$ cat src/rtl/counter_sync_up_mod_if.sv
// rtl/counter_sync_up_mod_if.sv - control and status bundle for one counter stage
// Purpose: groups the per-stage control inputs and count/status outputs.
// Signals:
//   En       local count enable
//   CarryIn  cascade enable from the lower stage (tie 1 when unused)
//   Load     synchronous parallel load strobe
//   LoadVal  value taken on Load (clamped to MODULUS-1 by the counter)
//   count    registered current count
//   CarryOut combinational En & CarryIn & (count == MODULUS-1)
//   Wrapped  sticky wrap flag
// Modports: master drives controls and observes status; slave is the counter.
interface counter_sync_up_mod_if #(
  parameter int WIDTH = 4
);
  logic             En;
  logic             CarryIn;
  logic             Load;
  logic [WIDTH-1:0] LoadVal;
  logic [WIDTH-1:0] count;
  logic             CarryOut;
  logic             Wrapped;

  modport master (
    output En, CarryIn, Load, LoadVal,
    input  count, CarryOut, Wrapped
  );

  modport slave (
    input  En, CarryIn, Load, LoadVal,
    output count, CarryOut, Wrapped
  );
endinterface

$ cat src/rtl/counter_sync_up_mod.sv
// rtl/counter_sync_up_mod.sv - synchronous cascadable modulo-N up counter
// Purpose: counts 0..MODULUS-1 on Clk with parallel load, count enable,
//          cascade carry in/out and a sticky wrap flag.
// Ports:
//   Clk  clock, all state updates on posedge
//   Clr  synchronous active-high clear (highest priority)
//   bus  counter_sync_up_mod_if slave: En, CarryIn, Load, LoadVal in;
//        count, CarryOut, Wrapped out
// Priority per edge: Clr > Load > step (En & CarryIn) > hold.
module counter_sync_up_mod #(
  parameter int WIDTH   = 4,
  parameter int MODULUS = 16
) (
  input  logic                 Clk,
  input  logic                 Clr,
  counter_sync_up_mod_if.slave bus
);
  localparam int               EXT     = WIDTH + 1;
  localparam logic [WIDTH:0]   MOD_EXT = EXT'(MODULUS);
  localparam logic [WIDTH-1:0] TOP     = WIDTH'(MODULUS - 1);

  logic [WIDTH-1:0] count_q;
  logic             wrapped_q;
  logic [WIDTH:0]   inc;
  logic             at_top;
  logic             step;
  logic [WIDTH-1:0] load_clamped;

  // The increment carries one extra bit so that MODULUS == 2**WIDTH is
  // detected by the same compare as any smaller modulus.
  always_comb begin
    inc          = {1'b0, count_q} + EXT'(1);
    at_top       = (inc == MOD_EXT);
    step         = bus.En & bus.CarryIn;
    load_clamped = ({1'b0, bus.LoadVal} < MOD_EXT) ? bus.LoadVal : TOP;
  end

  // Clr is tested first so unknown En/CarryIn cannot reach the state.
  always_ff @(posedge Clk) begin
    if (Clr) begin
      count_q   <= '0;
      wrapped_q <= 1'b0;
    end else if (bus.Load) begin
      count_q   <= load_clamped;
      wrapped_q <= 1'b0;
    end else if (step) begin
      if (at_top) begin
        count_q   <= '0;
        wrapped_q <= 1'b1;
      end else begin
        count_q   <= inc[WIDTH-1:0];
      end
    end
  end

  assign bus.count    = count_q;
  assign bus.Wrapped  = wrapped_q;
  assign bus.CarryOut = step & at_top;
endmodule

$ cat src/flat_wrapper.sv
// flat-port wrapper written by rule: the top's interface ports become plain ports
module counter_sync_up_mod_flat 
#(
  parameter int WIDTH   = 4,
  parameter int MODULUS = 16
)
  (Clk, Clr, bus_En, bus_CarryIn, bus_Load, bus_LoadVal, bus_count, bus_CarryOut, bus_Wrapped);
  counter_sync_up_mod_if #(.WIDTH(WIDTH)) bus_i ();
  input  logic Clk;
  input  logic Clr;
  input wire logic [$bits(bus_i.En)-1:0] bus_En;
  input wire logic [$bits(bus_i.CarryIn)-1:0] bus_CarryIn;
  input wire logic [$bits(bus_i.Load)-1:0] bus_Load;
  input wire logic [$bits(bus_i.LoadVal)-1:0] bus_LoadVal;
  output wire logic [$bits(bus_i.count)-1:0] bus_count;
  output wire logic [$bits(bus_i.CarryOut)-1:0] bus_CarryOut;
  output wire logic [$bits(bus_i.Wrapped)-1:0] bus_Wrapped;
  assign bus_i.En = bus_En;
  assign bus_i.CarryIn = bus_CarryIn;
  assign bus_i.Load = bus_Load;
  assign bus_i.LoadVal = bus_LoadVal;
  assign bus_count = bus_i.count;
  assign bus_CarryOut = bus_i.CarryOut;
  assign bus_Wrapped = bus_i.Wrapped;
  counter_sync_up_mod #(.WIDTH(WIDTH), .MODULUS(MODULUS)) u_core (.Clk(Clk), .Clr(Clr), .bus(bus_i));
endmodule
$ cat config.mk
export PLATFORM = sky130hd
export DESIGN_NAME = counter_sync_up_mod_flat
export DESIGN_NICKNAME = d
export VERILOG_FILES = /design/src/rtl/counter_sync_up_mod_if.sv /design/src/rtl/counter_sync_up_mod.sv /design/src/flat_wrapper.sv
export SDC_FILE = /design/constraint.sdc
export NUM_CORES = 1
export LEC_CHECK = 0
export CORE_AREA = 4 4 41 43
export CTS_CLUSTER_SIZE = 16
export DETAILED_ROUTE_END_ITERATION = 16
export DIE_AREA = 0 0 45 47
export PLACE_DENSITY = 0.54
export SYNTH_ARGS = -nofsm -noshare
export SYNTH_HDL_FRONTEND = slang
export SYNTH_SLANG_ARGS = --single-unit
export TNS_END_PERCENT = 20
$ cat constraint.sdc
create_clock -name Clk -period 1.9 [get_ports Clk]
set_input_delay 0.19 -clock Clk [delete_from_list [all_inputs] [get_ports Clk]]
set_output_delay 0.19 -clock Clk [all_outputs]
set_load 0.01 [all_outputs]
==> results.cfg <==
[timing]
grt_setup_unrepaired = false
worst_slew_pin_slew_ns = 0.2228
slew_headroom_pct = 85.13
fin_crit_ns = 1.459
fin_worst_skew_ns = 0.002673
hold_viol = 0
tns_ns = 0
max_freq_ghz = 0.6853
maxSlewViolCount = 0
finalCritPeriodShare_pct = 76.80
setup_viol_count_final = 0

[detailed_routing]
ant_nets = 0
vias = 263
first_iter_violations = 1
drc = 0
dr.pass1.iters = 2
vias_per_cell = 4.175
wl_um = 621
wl_per_cell_um = 9.857

[synthesis]
netlist_instances = 28
async_reset_ff_share_pct = 0
syn_area_um2 = 237.7
synth_top_area_cell = dfxtp_1
synth_area_per_cell_um2 = 8.490
ys_seq_elements = 5
ys_seq_area_share_pct = 42.11
synth_warnings = 0
synthesis.nets = 38
synth.top_cells.by_count = dfxtp_1 (5), nor2_1 (5), nand3_1 (3)
synth_edf_count = 0
yosysTopAreaCellShare_pct = 42.11
ys_types = 14
ys.flop_type = dfxtp_1
synthTopCellsByArea = dfxtp_1 (42%), nor2_1 (7.9%), a311oi_1 (7.4%)

[clock_network]
clk_latency_ns = 0.24
cts.hold.buffers_added = 0
clock_tree.root_cell = clkbuf_4
clkTransAtPathRegs_ns = 0.05
cts_tree = done
clockBufferDepth = 2
clock-sinks = 5
cts.htree.levels = 1
cts_buffers = 3
post_cts_buffers = 0

[layout]
fin_util_pct = 34.33
fin_nets = 59
diodes = 0
fillerInstances = 163
drive_gt1_share_pct = 16.67
design_area_um2 = 446.7
syn2layout_area_growth_pct = 87.89
final_cell_count_no_fill = 63

[min_path]
hold_depth = 1
min-delay-path-class = register to register

[setup_path]
start_kind = register
path_class = register to output port
crit_path_end_kind = output port
r2r_cells = 3
cp.arrival_ns = 1.27
cp_max_fo = 4
crit_required_ns = 1.71

[place]
place_area_um2 = 411.6
routabilityCongestion = 0.6754
io_buffers = 14
dpl.cell_count = 59

[grt]
grt_pass1_vias = 269
grt_overflow = 0
grt_use_total_pct = 7.741
antenna_found_initial = 0
grt_start_max_net_pins = 9
grt_first_pass_wirelength_um = 1090

[run_status]
status = completed

[die]
die_h_um = 47
dieWidth_um = 45
start_util_pct = 18.27
pin_count = 15
die-area_um2 = 2115
core_um2 = 1301
row_count = 13

[power]
power.density_nw_per_um2 = 670.9
irDropWorstVdd_v = 0.0002482
p_leak_nw = 0.1863

[flow_run]
cap_violations = 0
[per-layer routing]
| layer | part of all wire, % | routed length, um | track usage [%] | vias up |
|---|---|---|---|---|
| li1 | - | - | - | 141 |
| met1 | 46 | 288 | 9.318 | 107 |
| met2 | 40 | 246 | 9.605 | 13 |
| met3 | 11 | 67 | 1.916 | 2 |
| met4 | 3.1 | 19 | 10.53 | 0 |
| met5 | 0 | 0 | 0 | - |
[what timing repair did]
item                                   CTS  global route
endpoints found under the hold margin    0             0
setup endpoints to repair                1             1
resized for setup                        1             2
[through the flow]
stage               setup slack [ns]  power, mW  hold slack, ns
floorplan                     0.6698     0.1385          0.2621
global placement             0.07250     0.1774          0.4465
detailed placement           0.07646     0.1777          0.4581
CTS                         0.006637     0.3044          0.4688
global route                  0.3269     0.3161          0.5075
finish                        0.4407     0.2997          0.4630
[critical path, cell delays in order, from the launching register on]
cell and delay, ns:
dfxtp_1 0.38, ha_1 0.17, nand3_1 0.11, nor3_2 0.19, dlymetal6s2s_1 0.18
[final cells by class]
cell class	count	area (um2)	share of cell area (%)
Clock buffer	4	26.28	5.882
Inverter	2	7.507	1.681
Multi-Input combinational cell	21	135.1	30.25
Sequential cell	5	101.3	22.69
Tap cell	15	18.77	4.202
Timing Repair Buffer	16	157.7	35.29
[cell usage in the layout (no fill, tap or decap)]
master and instances:
clkbuf_1 1, a211oi_1 2, o21a_1 1, clkbuf_4 3
a311oi_1 2, or3_1 1, nand2_2 1, nor3_2 1
ha_1 1, buf_4 2, nand2_1 1, dlymetal6s2s_1 1
dfxtp_1 4, dfxtp_2 1, xor2_1 2, clkdlybuf4s50_1 13
inv_1 2, nor2_1 5, nand3_1 3, o21ai_0 1
[cells by family after synthesis]
group / count (synthesis) / share of synthesized area (%)
AND/OR/NAND/NOR: 12 / 23.16
flip-flops: 5 / 42.11
buffers and inverters: 2 / 3.159
XOR/XNOR: 2 / 7.370
adder cells (fa/ha/maj): 1 / 5.262
AO/OA/AOI/OAI: 6 / 18.95
[sequential cells by signal (all words and copies together), names as in the netlist]
name / cells
u_core.bus.Wrapped: 1
u_core.bus.count: 4
[final timing paths]
kind                                                       start  slack, ns                               end
worst max register to register  u_core.bus.count[1]$_SDFFE_PP0P_       0.74  u_core.bus.count[3]$_SDFFE_PP0P_
worst min register to register   u_core.bus.Wrapped$_SDFFE_PP0P_       0.46   u_core.bus.Wrapped$_SDFFE_PP0P_
worst max-delay path            u_core.bus.count[1]$_SDFFE_PP0P_       0.44                      bus_CarryOut
worst min-delay path             u_core.bus.Wrapped$_SDFFE_PP0P_       0.46   u_core.bus.Wrapped$_SDFFE_PP0P_
[power by group]
part | total (mW) | switching, mW | internal (mW) | leakage [nW]
combinational | 0.0565 | 0.0209 | 0.0356 | 0.130
sequential | 0.119 | 0.00693 | 0.112 | 0.0416
clock | 0.124 | 0.0445 | 0.0795 | 0.0150
total | 0.300 | 0.0723 | 0.227 | 0.186
Note: power is estimated with default switching activity, not from simulation.
